## config.mk

```make
export PLATFORM = sky130hd
export DESIGN_NAME = riscv_branch_redirect_ctrl
export DESIGN_NICKNAME = d
export VERILOG_FILES = /design/src/rtl/riscv_branch_redirect_ctrl.sv
export SDC_FILE = /design/constraint.sdc
export NUM_CORES = 1
export LEC_CHECK = 0
export ABC_AREA = 1
export CAP_MARGIN = 20
export CELL_PAD_IN_SITES_DETAIL_PLACEMENT = 0
export CELL_PAD_IN_SITES_GLOBAL_PLACEMENT = 1
export CORE_ASPECT_RATIO = 0.8
export CORE_MARGIN = 2
export CORE_UTILIZATION = 30
export CTS_CLUSTER_SIZE = 12
export DETAILED_ROUTE_END_ITERATION = 7
export HOLD_SLACK_MARGIN = 0.15
export PLACE_DENSITY = 0.89
export REMOVE_ABC_BUFFERS = 1
export SYNTH_ARGS = -nofsm -noshare
export SYNTH_HDL_FRONTEND = slang
export SYNTH_SLANG_ARGS = --single-unit
```

## constraint.sdc

```tcl
create_clock -name clk -period 2.45 [get_ports clk]
set_clock_uncertainty 0.15 [all_clocks]
set_input_delay 0.245 -clock clk [delete_from_list [all_inputs] [get_ports clk]]
set_output_delay 0.245 -clock clk [all_outputs]
set_load 0.005 [all_outputs]
```

## src/rtl/riscv_branch_redirect_ctrl.sv

```systemverilog
// RV32 EX-stage branch resolution: evaluates the branch condition and checks it against the prediction.
// On a mispredict it issues a redirect/flush followed by a refill stall. Optional counters: `BRANCH_STATS_EN.
module riscv_branch_redirect_ctrl #(
    parameter int XLEN           = 32,
    parameter int REDIRECT_STALL = 2,
    parameter int CNT_W          = 16
) (
    input  logic              clk,
    input  logic              rst,
    input  logic              br_valid,
    output logic              br_ready,
    input  logic [XLEN-1:0]   br_pc,
    input  logic [XLEN-1:0]   br_imm,
    input  logic [XLEN-1:0]   rs1_data,
    input  logic [XLEN-1:0]   rs2_data,
    input  logic [2:0]        funct3,
    input  logic              pred_taken,
    input  logic [XLEN-1:0]   pred_target,
    output logic              resolve_valid,
    output logic              resolve_taken,
    output logic [XLEN-1:0]   resolve_pc,
    output logic              redirect_valid,
    output logic [XLEN-1:0]   redirect_pc,
    output logic              flush,
    output logic              stall,
    output logic [CNT_W-1:0]  stat_branches,
    output logic [CNT_W-1:0]  stat_mispred
);

    typedef enum logic [1:0] {
        ST_IDLE  = 2'd0,
        ST_REDIR = 2'd1,
        ST_DRAIN = 2'd2
    } state_t;

    localparam int         SC_W       = (REDIRECT_STALL > 1) ? $clog2(REDIRECT_STALL) : 1;
    localparam logic [SC_W-1:0] STALL_LOAD = (REDIRECT_STALL > 0) ? SC_W'(REDIRECT_STALL - 1) : '0;
    localparam bit         HAS_STALL  = (REDIRECT_STALL > 0);

    state_t            r_state;
    state_t            w_state_nxt;
    logic [SC_W-1:0]   r_stall_cnt;

    logic              r_br_ready;
    logic              r_resolve_valid;
    logic              r_resolve_taken;
    logic [XLEN-1:0]   r_resolve_pc;
    logic              r_redirect_valid;
    logic [XLEN-1:0]   r_redirect_pc;
    logic              r_stall;

    logic              w_accept;
    logic              w_taken;
    logic              w_mispred;
    logic [XLEN-1:0]   w_tgt;
    logic [XLEN-1:0]   w_seq;

    // Signed less-than built from the unsigned compare: differing signs decide by rs1's sign.
    function automatic logic f_lt_signed(input logic [XLEN-1:0] a, input logic [XLEN-1:0] b);
        if (a[XLEN-1] != b[XLEN-1])
            return a[XLEN-1];
        return (a < b);
    endfunction

    function automatic logic f_branch_cond(input logic [2:0]      f3,
                                           input logic [XLEN-1:0] a,
                                           input logic [XLEN-1:0] b);
        logic res;
        res = 1'b0;
        case (f3)
            3'd0:    res = (a == b);
            3'd1:    res = (a != b);
            3'd4:    res = f_lt_signed(a, b);
            3'd5:    res = !f_lt_signed(a, b);
            3'd6:    res = (a < b);
            3'd7:    res = !(a < b);
            default: res = 1'b0;
        endcase
        return res;
    endfunction

    assign w_accept  = br_valid && r_br_ready;
    assign w_taken   = f_branch_cond(funct3, rs1_data, rs2_data);
    assign w_tgt     = br_pc + br_imm;
    assign w_seq     = br_pc + XLEN'(4);
    assign w_mispred = (w_taken != pred_taken) ||
                       (w_taken && pred_taken && (pred_target != w_tgt));

    always_ff @(posedge clk or posedge rst) begin
        if (rst)
            r_state <= ST_IDLE;
        else
            r_state <= w_state_nxt;
    end

    always_comb begin
        w_state_nxt = r_state;
        case (r_state)
            ST_IDLE:  if (w_accept && w_mispred) w_state_nxt = ST_REDIR;
            ST_REDIR: w_state_nxt = HAS_STALL ? ST_DRAIN : ST_IDLE;
            ST_DRAIN: if (r_stall_cnt == '0) w_state_nxt = ST_IDLE;
            default:  w_state_nxt = ST_IDLE;
        endcase
    end

    // Counter is loaded while in REDIR so it holds REDIRECT_STALL-1 on the first DRAIN cycle.
    always_ff @(posedge clk or posedge rst) begin
        if (rst)
            r_stall_cnt <= '0;
        else if (r_state == ST_REDIR)
            r_stall_cnt <= STALL_LOAD;
        else if ((r_state == ST_DRAIN) && (r_stall_cnt != '0))
            r_stall_cnt <= r_stall_cnt - SC_W'(1);
    end

    always_ff @(posedge clk or posedge rst) begin
        if (rst) begin
            r_br_ready       <= 1'b1;
            r_redirect_valid <= 1'b0;
            r_stall          <= 1'b0;
        end else begin
            r_br_ready       <= (w_state_nxt == ST_IDLE);
            r_redirect_valid <= (w_state_nxt == ST_REDIR);
            r_stall          <= (w_state_nxt == ST_DRAIN);
        end
    end

    always_ff @(posedge clk or posedge rst) begin
        if (rst) begin
            r_resolve_valid <= 1'b0;
            r_resolve_taken <= 1'b0;
            r_resolve_pc    <= '0;
            r_redirect_pc   <= '0;
        end else begin
            r_resolve_valid <= w_accept;
            if (w_accept) begin
                r_resolve_taken <= w_taken;
                r_resolve_pc    <= br_pc;
                if (w_mispred)
                    r_redirect_pc <= w_taken ? w_tgt : w_seq;
            end
        end
    end

    assign br_ready       = r_br_ready;
    assign resolve_valid  = r_resolve_valid;
    assign resolve_taken  = r_resolve_taken;
    assign resolve_pc     = r_resolve_pc;
    assign redirect_valid = r_redirect_valid;
    assign redirect_pc    = r_redirect_pc;
    assign flush          = r_redirect_valid;
    assign stall          = r_stall;

`ifdef BRANCH_STATS_EN
    logic [CNT_W-1:0] r_stat_branches;
    logic [CNT_W-1:0] r_stat_mispred;

    function automatic logic [CNT_W-1:0] f_sat_inc(input logic [CNT_W-1:0] v);
        return (&v) ? v : v + CNT_W'(1);
    endfunction

    always_ff @(posedge clk or posedge rst) begin
        if (rst) begin
            r_stat_branches <= '0;
            r_stat_mispred  <= '0;
        end else if (w_accept) begin
            r_stat_branches <= f_sat_inc(r_stat_branches);
            if (w_mispred)
                r_stat_mispred <= f_sat_inc(r_stat_mispred);
        end
    end

    assign stat_branches = r_stat_branches;
    assign stat_mispred  = r_stat_mispred;
`else
    assign stat_branches = '0;
    assign stat_mispred  = '0;
`endif

endmodule

```

==> flow_summary.json, run 1 <==
{
  "tns_ns": -7.15,
  "leakage_uw": 0.00776,
  "synth_top_family_by_area": "simple AND/OR/NAND/NOR gates",
  "synth.mux.area_fraction_pct": 0,
  "yosys.area_share.simple_pct": 41.0,
  "die_h_um": 151,
  "drt_first_pass_iters": 5,
  "cpMaxStageDelayCell": "sky130_fd_sc_hd__fa_2",
  "routed_via_density": 4.64,
  "fp.dieArea_sq_um": 28400,
  "core-area_sq_um": 26500,
  "max_stage_delay_ns": 0.35,
  "fp.dieW_um": 188,
  "layout-area-overhead-vs-synth_pct": 82.0,
  "fill_cells": 2373,
  "grt_pass1_vias": 9730,
  "critical_path.reg2reg.startpoint": "br_ready",
  "global_route_wire_length_before_repair_um": 50300,
  "htree_levels": 3,
  "synthesis.area_sq_um": 8110,
  "cell_family_contributing_the_most_delay_on_the_critical_path": "simple AND/OR/NAND/NOR gates",
  "power.net_switching_uw": 3130,
  "min-delay-start": "br_pc[28]",
  "min_period_over_period_pct": 110,
  "setup_ws_ns": -0.254,
  "route.detailed.drc": 0,
  "clockBufferDepth": 2,
  "rsz0062_at_grt": "true",
  "report.final.slew_viol_count": 0,
  "sequential_cell_area_sq_um": 1800,
  "yosys.area_share.xor_xnor_pct": 5.41,
  "grt_util_all_layers_pct": 22.3,
  "finalWirelength_um": 33200,
  "post-synth-top-area-fraction_pct": 23.4,
  "layout.cells.most_common": "sky130_fd_sc_hd__nand2_1",
  "endpoint_arrival_time_on_the_critical_path_ns": 2.82,
  "synthesis.instances": 1344,
  "dp_hpwl_um": 25200,
  "initial_antenna_violation_count": 4,
  "cp_common_cell": "sky130_fd_sc_hd__nand2_1",
  "worstSkewPairLatency_ns": 0.33,
  "synth-adder-area-share_pct": 10.3,
  "timing.fmax_mhz": 370,
  "setup.worst_path.end": "redirect_pc[13]",
  "switching_share_pct": 38.5,
  "avgSynthCellArea_sq_um": 6.04,
  "outcome": "complete, but fails checks",
  "root_buffer": "sky130_fd_sc_hd__clkbuf_16",
  "drv.max_cap_violation_count": 0,
  "synth-main-ff-cell": "sky130_fd_sc_hd__dfrtp_1",
  "crit_path_start_kind": "input port",
  "synthesis.yosys.warnings": 0,
  "route.vias.total": 10100,
  "endpoint_kind": "register",
  "drt_iter0_markers": 611,
  "cts_tree": "done",
  "power_density_nw_per_um2": 549,
  "cp.required_ns": 2.57,
  "grt_start_max_net_pins": 56,
  "sum_of_buffers_and_inverters_on_the_critical_path": 4,
  "setup_viol_count_final": 35,
  "final_net_count": 2051,
  "numPlacedInstances": 2097,
  "synth_seq_cells": 72,
  "synth-compound-area-share_pct": 5.54,
  "peakVddDrop_v": 0.000392,
  "layout.cells.most_common_list": "sky130_fd_sc_hd__nand2_1 (351), sky130_fd_sc_hd__buf_4 (222), sky130_fd_sc_hd__inv_1 (187)",
  "drt.antenna.violating_nets": 0,
  "cell_row_count": 53,
  "startpoint": "br_imm[0]",
  "grt_overflow": 0,
  "hold_path.class": "in2reg",
  "multiInputGateArea_sq_um": 7160,
  "finalCriticalPeriod_ns": 2.70,
  "sequentialPowerShare_pct": 25.9,
  "synth-edff-count": 0,
  "numPortBuffers": 236,
  "cts_made_buffers": 9,
  "clkTransAtPathRegs_ns": 0.06,
  "crit_cells": 24,
  "synthTopCellsByArea": "sky130_fd_sc_hd__nand2_1 (23%), sky130_fd_sc_hd__dfrtp_1 (22%), sky130_fd_sc_hd__inv_1 (11%)",
  "crit_type": "in2reg",
  "worstPathMaxFanout": 8,
  "final_cell_count_no_fill": 2184,
  "worst_pin_slew_ns": 0.608,
  "synth.lib_cells_used.distinct": 42,
  "io-pin-count": 269,
  "post_route_cells_drive_above_1_share_pct": 39.3,
  "internal_power_uw": 4990,
  "cts_sinks": 72,
  "synth-seq-area-share_pct": 22.2,
  "share_of_flip_flops_with_an_asynchronous_set_or_reset_after_synthesis_pct": 100,
  "failed_checks": "setup timing",
  "critical_path.cell_chain": "buf_6 > ha_4 > inv_2 > fa_2 > inv_2 > nand3_4 > nand2_4 > nand2_1 > nand2_2 > nand2_1 > nand4_1 > nand2_1 > nand2_1 > nand2_1 > nor2_1 > nand2_1 > nor2_2 > nand3_2 > nand2_4 > nand2_8 > buf_12 > nand2_8 > nand2_2 > nand2_1",
  "worst-r2r-setup-slack_ns": 0.60,
  "timing.final.hold_violations": 0,
  "routed_wire_length_per_instance_um": 15.2,
  "timing.slew.headroom_pct": 59.2,
  "rr_endpoint": "redirect_pc[15]",
  "reg2reg_depth": 5,
  "gp_congestion": 0.922,
  "power.clock.fraction_pct": 16.5,
  "comb_power_share_pct": 57.6,
  "yosys.area.top_type": "sky130_fd_sc_hd__nand2_1",
  "initial_utilization_pct": 30.7
}
==> state kept, by name, summed over array words and instances, names as in the netlist <==
register       flops
br_ready           1
resolve_valid      1
r_stall_cnt        1
flush              1
resolve_taken      1
stall              1
r_state            2
redirect_pc       32
resolve_pc        32
==> worst min path at each step <==
stage | end | slack, ns | cells past startpoint
finish | resolve_pc[28] | 0.14 | 4
global route | resolve_pc[4] | 0.17 | 4
CTS | resolve_pc[1] | 0.17 | 4
detailed placement | resolve_pc[18] | 0.32 | 2
global placement | r_stall_cnt | 0.31 | 2
floorplan | resolve_pc[15] | 0.20 | 2
==> power by group through the flow <==
stage               Sequential, uW  Combinational (uW)  Clock [uW]
global placement              2080                3740           0
CTS                           2100                4410        1350
floorplan                     2060                1530           0
global route                  2170                5090        1390
finish                        2100                4670        1330
detailed placement            2090                3790           0
==> worst reg2reg max path, cell delays in order, from the launching register on <==
cell                      delay (ns)
sky130_fd_sc_hd__dfstp_2        0.54
sky130_fd_sc_hd__nand2_2        0.06
sky130_fd_sc_hd__inv_2          0.43
sky130_fd_sc_hd__buf_4          0.38
sky130_fd_sc_hd__nand3_1        0.15
sky130_fd_sc_hd__nand2_1        0.09
==> kinds of logic after synthesis <==
kind of cell | Yosys count
flops | 72
compound gates | 87
fa+ha+maj | 66
simple gates | 779
other cells | 1
buf+inv | 292
xor+xnor | 47
==> routing by layer <==
layer,share of wire (%),GRT usage (%),vias to the layer above
li1,-,-,5057
met1,44,29.7,4718
met2,48,38.4,308
met3,4.9,2.39,46
met4,2.2,6.50,0
met5,0,0,-
==> synth_stat cells (all sizes together) (5+ instances only) <==
cell    instances
xnor2           7
inv           234
xor2           38
nand3         137
clkbuf         12
nor3           12
dfrtp          71
nand4          13
nor2           78
o21ai          42
ha             65
buf            45
a21oi          39
nor4            5
nand2         524
==> layout make-up <==
cell class	count	area share [%]
multi-input cells	1013	48.5
repair buffers	487	28.1
flip-flops and latches	72	12.2
inverters	235	6.03
well taps	357	3.03
clock buffers	9	1.53
clock inverters	7	0.542
diodes	4	0.0678
==> metrics by stage <==
stage / hold WS, ns / power, uW / instance area (sq um) / utilization (%) / setup WS [ns]
after detailed placement: 0.318 / 5880 / 12100 / 45.7 / -1.14
after floorplan: 0.205 / 3590 / 7850 / - / -1.40
after global placement: 0.307 / 5820 / 12100 / 45.7 / -1.07
final: 0.143 / 8110 / 14800 / 55.8 / -0.254
after CTS: 0.169 / 7860 / 14200 / 53.7 / -0.184
after global routing: 0.170 / 8650 / 14800 / 55.8 / -0.393
==> repair_timing <==
action	CTS	global route
endpoints found under the setup margin	36	36
resized for setup	608	160
pin swaps	184	125
hold buffers	3	0
hold endpoints to repair	23	0
setup buffers	48	14
gates cloned	3	0
Power figures use the tool's default switching activity.
==> run 2, diff against run 1 <==
--- a/config.mk
+++ b/config.mk
@@ -11,5 +11,4 @@
 export CELL_PAD_IN_SITES_GLOBAL_PLACEMENT = 1
 export CORE_ASPECT_RATIO = 0.8
-export CORE_MARGIN = 2
 export CORE_UTILIZATION = 30
 export CTS_CLUSTER_SIZE = 12
@@ -21,2 +20,3 @@
 export SYNTH_HDL_FRONTEND = slang
 export SYNTH_SLANG_ARGS = --single-unit
+export TNS_END_PERCENT = 100
--- a/constraint.sdc
+++ b/constraint.sdc
@@ -3,3 +3,3 @@
 set_input_delay 0.245 -clock clk [delete_from_list [all_inputs] [get_ports clk]]
 set_output_delay 0.245 -clock clk [all_outputs]
-set_load 0.005 [all_outputs]
+set_load 0.01 [all_outputs]
==> run 2 against run 1 <==
Against the previous run:
- routed wire length up 2.0%
- the flow still finishes with violations (setup timing)
- sequential cell count unchanged
- cell area is 0.83% higher
- utilization up 0.60 points
- critical endpoint is now redirect_pc[9]
- largest cell class unchanged
- combinational power rose by 7.5%
- setup slack lost 0.073 ns
- non-clock buffer count fell by 6
- sequential power about the same
- total power grew 4.2%
==> flow_summary.json, run 2 (synthesized netlist as in run 1, its figures left out) <==
{
  "power_density_nw_per_um2": 568,
  "setup_viol_count_final": 35,
  "htree_levels": 3,
  "io-pin-count": 269,
  "cts_sinks": 72,
  "timing.slew.headroom_pct": 45.2,
  "setup_ws_ns": -0.327,
  "outcome": "complete, but fails checks",
  "drt_first_pass_iters": 5,
  "fp.dieW_um": 186,
  "clkTransAtPathRegs_ns": 0.06,
  "max_stage_delay_ns": 0.40,
  "endpoint_arrival_time_on_the_critical_path_ns": 2.89,
  "finalCriticalPeriod_ns": 2.78,
  "failed_checks": "setup timing",
  "cts_tree": "done",
  "setup.worst_path.end": "redirect_pc[9]",
  "worst_pin_slew_ns": 0.821,
  "grt_start_max_net_pins": 73,
  "cp.required_ns": 2.57,
  "grt_util_all_layers_pct": 24.5,
  "finalWirelength_um": 33800,
  "worstSkewPairLatency_ns": 0.33,
  "report.final.slew_viol_count": 0,
  "root_buffer": "sky130_fd_sc_hd__clkbuf_16",
  "timing.fmax_mhz": 360,
  "hold_path.class": "in2async",
  "groute.layer.met3.usage_pct": 2.22,
  "crit_path_start_kind": "input port",
  "groute.layer.met2.usage_pct": 41.8,
  "layout.core_utilization_pct": 56.4,
  "rsz0062_at_grt": "true",
  "stdcell_area_sq_um": 14900,
  "startpoint": "br_imm[0]",
  "route.vias.total": 10100,
  "cts_made_buffers": 9,
  "routed_via_density": 4.64,
  "cell_row_count": 53,
  "rr_endpoint": "redirect_pc[9]",
  "core-area_sq_um": 26400,
  "drt.antenna.violating_nets": 0,
  "layout-area-overhead-vs-synth_pct": 83.5,
  "insertedDiodeCount": 0,
  "critical_path.reg2reg.startpoint": "br_ready",
  "global_route_wire_length_before_repair_um": 52600,
  "cp_common_cell": "sky130_fd_sc_hd__nand2_4",
  "die_h_um": 149,
  "min_period_over_period_pct": 113,
  "layout.cells.most_common_list": "sky130_fd_sc_hd__nand2_1 (364), sky130_fd_sc_hd__buf_4 (221), sky130_fd_sc_hd__inv_1 (189)",
  "layout.cells.most_common": "sky130_fd_sc_hd__nand2_1",
  "drv.max_cap_violation_count": 0,
  "initial_utilization_pct": 30.7,
  "initial_antenna_violation_count": 0,
  "worst-r2r-setup-slack_ns": 0.55,
  "leakage_uw": 0.00777,
  "final_net_count": 2047,
  "place_worst_setup_slack_ns": -1.20,
  "numPortBuffers": 236,
  "grt_most_used_layer": "met2",
  "grt_util_met1_pct": 33.0,
  "post_dp_cell_area_sq_um": 12100,
  "route.detailed.drc": 0,
  "drt_iter0_markers": 636,
  "timing.final.hold_violations": 0,
  "gp_congestion": 0.957,
  "post_route_cells_drive_above_1_share_pct": 38.6,
  "critical_path.cell_chain": "buf_6 > ha_4 > inv_4 > fa_2 > inv_2 > nand3_4 > nand2_4 > nand2_4 > nand2_4 > buf_4 > xor2_4 > xor2_1 > nor2_1 > nand4_1 > nor2_2 > nand3_2 > nand2_4 > nand2_8 > buf_12 > nand2_8 > nand2_4 > nand2_2",
  "worstPathMaxFanout": 8,
  "reg2reg_depth": 5,
  "crit_type": "in2reg",
  "routed_wire_length_per_instance_um": 15.6,
  "peakVddDrop_v": 0.000407,
  "endpoint_kind": "register",
  "dp_hpwl_um": 25700,
  "grt_pass1_vias": 10100,
  "fp.dieArea_sq_um": 27700,
  "grt_overflow": 0,
  "clockBufferDepth": 2,
  "cpMaxStageDelayCell": "sky130_fd_sc_hd__fa_2"
}
## run 2: changes by cell type in the layout (fill, tap and decap cells not counted), sizes merged
cell,previous run,this run
clkdlybuf4s15,16,23
clkinv,4,2
clkdlybuf4s50,113,110
dlygate4sd2,49,50
clkinvlp,1,4
dlygate4sd3,3,2
nand2,526,528
dlymetal6s2s,9,0
buf,289,296
clkbuf,17,10
diode,4,0
inv,236,234
## run 2: critical path: cells and delay by family
family | cells | cell delay, ns
and+or+nand+nor | 13 | 1.29
adders and majority gates | 2 | 0.54
buffers and inverters | 5 | 0.50
xor gates and xnor gates | 2 | 0.29
## run 2: worst min-delay path by stage
stage,start,endpoint,slack (ns)
after floorplan,br_pc[15],resolve_pc[15],0.20
after global placement,r_stall_cnt,r_stall_cnt,0.31
after detailed placement,redirect_pc[20],redirect_pc[20],0.32
after CTS,br_pc[6],resolve_pc[6],0.16
after global routing,br_pc[6],resolve_pc[6],0.17
final,rst,redirect_pc[2],0.13
## run 2: repair_timing
item	4_1_cts	5_1_grt
buffers inserted	49	4
resized for setup	774	38
hold buffers	2	0
cloned	7	0
setup endpoints to repair	36	35
endpoints found under the hold margin	2	0
pin swaps	196	28
## run 2: area by class of cell
class,count,area [sq um]
fill,2448,11500
tap,357,447
timing repair buffer,481,4150
sequential,72,1800
clock buffer,10,239
clock inverter,6,68.8
multi-input combinational,1015,7280
inverter,235,900
## run 2: stage by stage
stage | power, uW | hold slack (ns) | setup TNS [ns] | instances
finish | 8450 | 0.132 | -9.72 | 2176
global route | 9000 | 0.171 | -13.58 | 2176
CTS | 8300 | 0.160 | -3.63 | 2172
detailed placement | 6120 | 0.319 | -40.83 | 2099
global placement | 6060 | 0.307 | -41.17 | 2099
floorplan | 3790 | 0.205 | -48.29 | 1318
## run 2: layer usage
metal	wire length, um	part of all wire (%)
met1	15100	45
met3	1660	4.9
met2	16400	48
met5	0	0
met4	674	2.0
## run 2: power by group
| part | internal, uW | total (uW) | leakage (uW) | switching (uW) |
|---|---|---|---|---|
| registers | 1720 | 2100 | 0.000893 | 375 |
| logic | 2540 | 5020 | 0.00674 | 2480 |
| clock network | 817 | 1330 | 0.000137 | 517 |
==> run 3, diff against run 2 <==
CORE_UTILIZATION = 32   (was 30)
CTS_BUF_LIST = sky130_fd_sc_hd__clkbuf_4 sky130_fd_sc_hd__clkbuf_8   (was not set)
GPL_TIMING_DRIVEN = 0   (was not set)
PLACE_DENSITY = 0.93   (was 0.89)
==> run 3 against run 2 <==
Against the previous run:
- sequential cell count unchanged
- largest power group unchanged
- critical path type unchanged
- the flow still finishes with violations (setup timing)
- non-clock buffer count decreased by 129
- setup slack improved by 0.013 ns
==> flow_summary.json, run 3 (synthesized netlist as in run 1, its figures left out) <==
{
  "multiInputGateArea_sq_um": 7000,
  "report.final.slew_viol_count": 0,
  "routed_wire_length_per_instance_um": 16.3,
  "initial_antenna_violation_count": 5,
  "outcome": "complete, but fails checks",
  "grt_pass1_vias": 9225,
  "stdcell_area_sq_um": 13500,
  "power_density_nw_per_um2": 568,
  "layout.cells.most_common_list": "sky130_fd_sc_hd__nand2_1 (400), sky130_fd_sc_hd__inv_1 (189), sky130_fd_sc_hd__nand3_1 (119)",
  "power.total_uw": 7700,
  "crit_cells": 17,
  "layout.cells.most_common": "sky130_fd_sc_hd__nand2_1",
  "cts_sinks": 72,
  "groute.layer.met3.usage_pct": 3.25,
  "worstSkewPairLatency_ns": 0.36,
  "route.vias.total": 9708,
  "timing.final.hold_violations": 0,
  "setup_ws_ns": -0.313,
  "startpoint": "rs1_data[12]",
  "cell_family_contributing_the_most_delay_on_the_critical_path": "simple AND/OR/NAND/NOR gates",
  "drv.max_cap_violation_count": 0,
  "worst-r2r-setup-slack_ns": 0.47,
  "finalCriticalPeriod_ns": 2.76,
  "final_cell_count_no_fill": 2018,
  "post_dp_cell_area_sq_um": 10700,
  "drt_iter0_markers": 681,
  "sum_of_buffers_and_inverters_on_the_critical_path": 5,
  "failed_checks": "setup timing",
  "setup_viol_count_final": 36,
  "min_period_over_period_pct": 113,
  "initial_utilization_pct": 32.9,
  "final_net_count": 1923,
  "dp_hpwl_um": 23500,
  "critical_path.reg2reg.startpoint": "br_ready",
  "timing.fmax_mhz": 362,
  "grt_start_max_net_pins": 64,
  "endpoint_arrival_time_on_the_critical_path_ns": 2.86,
  "finalWirelength_um": 32900,
  "timing.slew.headroom_pct": 55.8,
  "endpoint_kind": "register",
  "grt_util_all_layers_pct": 24.9,
  "groute.layer.met2.usage_pct": 42.3,
  "crit_path_start_kind": "input port",
  "grt_overflow": 0,
  "cp.required_ns": 2.54,
  "hold_path.class": "in2reg",
  "max_stage_delay_ns": 0.27,
  "numPortBuffers": 236,
  "peakVddDrop_v": 0.000350,
  "fill_cells": 2328,
  "grt_most_used_layer": "met2",
  "rr_endpoint": "redirect_pc[4]",
  "sequential_cell_area_sq_um": 1800,
  "core-area_sq_um": 24600,
  "die_h_um": 144,
  "htree_levels": 3,
  "setup.worst_path.end": "redirect_pc[10]",
  "leakage_uw": 0.00691,
  "gp_congestion": 0.906,
  "rsz0062_at_grt": "true",
  "drt.antenna.violating_nets": 0,
  "drt_first_pass_iters": 7,
  "route.detailed.drc": 0,
  "crit_type": "in2reg",
  "post_route_cells_drive_above_1_share_pct": 29.7,
  "cpMaxStageDelayCell": "sky130_fd_sc_hd__ha_4",
  "layout-area-overhead-vs-synth_pct": 67.0,
  "cts_tree": "done",
  "io-pin-count": 269,
  "worstPathMaxFanout": 8,
  "worst_pin_slew_ns": 0.654,
  "fp.dieW_um": 180,
  "global_route_wire_length_before_repair_um": 50200,
  "critical_path.cell_chain": "clkdlybuf4s15_2 > ha_4 > nand3_4 > nor3_4 > and3_4 > buf_6 > a21oi_4 > nor4_4 > bufinv_8 > nand2_8 > buf_16 > ha_4 > clkinvlp_4 > nand2_8 > nand2_8 > nand2_4 > nand2_2",
  "root_buffer": "sky130_fd_sc_hd__clkbuf_8",
  "routed_via_density": 4.81,
  "fp.dieArea_sq_um": 26000,
  "cp_common_cell": "sky130_fd_sc_hd__nand2_8",
  "clkTransAtPathRegs_ns": 0.09,
  "tns_ns": -9.93,
  "reg2reg_depth": 7,
  "cts_made_buffers": 9,
  "grt_util_met1_pct": 33.1,
  "cell_row_count": 51,
  "numPlacedInstances": 1875,
  "clockBufferDepth": 2
}
-- run 3: how the worst min path moves through the flow --
stage / startpoint / end / cells after the start
floorplan: br_pc[15] / resolve_pc[15] / 2
global placement: r_stall_cnt / r_stall_cnt / 2
detailed placement: redirect_pc[28] / redirect_pc[28] / 2
CTS: br_pc[0] / redirect_pc[0] / 6
global route: br_pc[2] / redirect_pc[2] / 4
finish: br_pc[2] / redirect_pc[2] / 4
-- run 3: repair_timing --
item,in CTS,in global routing
hold endpoints to repair,31,2
pin swaps,170,91
hold buffers,22,2
setup buffers,78,10
endpoints found under the setup margin,36,36
gates cloned,10,0
resized for setup,627,86
-- run 3: cell type report --
class                           instances  area share [%]
Antenna cell                            5          0.0923
Clock buffer                           10           0.970
Clock inverter                          6           0.499
Inverter                              235            6.68
Multi-Input combinational cell       1019            51.6
Sequential cell                        72            13.3
Tap cell                              318            2.94
Timing Repair Buffer                  352            23.8
Timing Repair inverter                  1          0.0369
-- run 3: power by group --
group,internal (uW),switching (uW),total [uW]
combinational,2260,2380,4640
sequential,1720,359,2080
clock,487,494,981
total,4470,3240,7700
-- run 3: worst reg2reg max path, stage by stage (launching register included) --
cell and delay [ns]:
sky130_fd_sc_hd__dfstp_2 0.55, sky130_fd_sc_hd__nand2_2 0.09, sky130_fd_sc_hd__buf_12 0.19, sky130_fd_sc_hd__inv_2 0.28
sky130_fd_sc_hd__buf_12 0.31, sky130_fd_sc_hd__nand2_8 0.15, sky130_fd_sc_hd__nand2_2 0.10, sky130_fd_sc_hd__nand2_1 0.05
-- run 3: metal layers --
| layer | part of all wire (%) | routed length [um] | vias up |
|---|---|---|---|
| li1 | - | - | 4821 |
| met5 | 0 | 0 | - |
| met4 | 2.8 | 932 | 0 |
| met3 | 6.0 | 1970 | 67 |
| met2 | 47 | 15400 | 347 |
| met1 | 44 | 14600 | 4473 |
-- run 3: per-stage QoR --
stage	hold slack [ns]	setup WS, ns	util, %
after floorplan	0.205	-1.40	-
after global placement	0.305	-3.35	43.1
after detailed placement	0.308	-2.88	43.4
after CTS	0.168	-0.302	53.6
after global routing	0.185	-0.410	55.0
final	0.167	-0.313	55.0
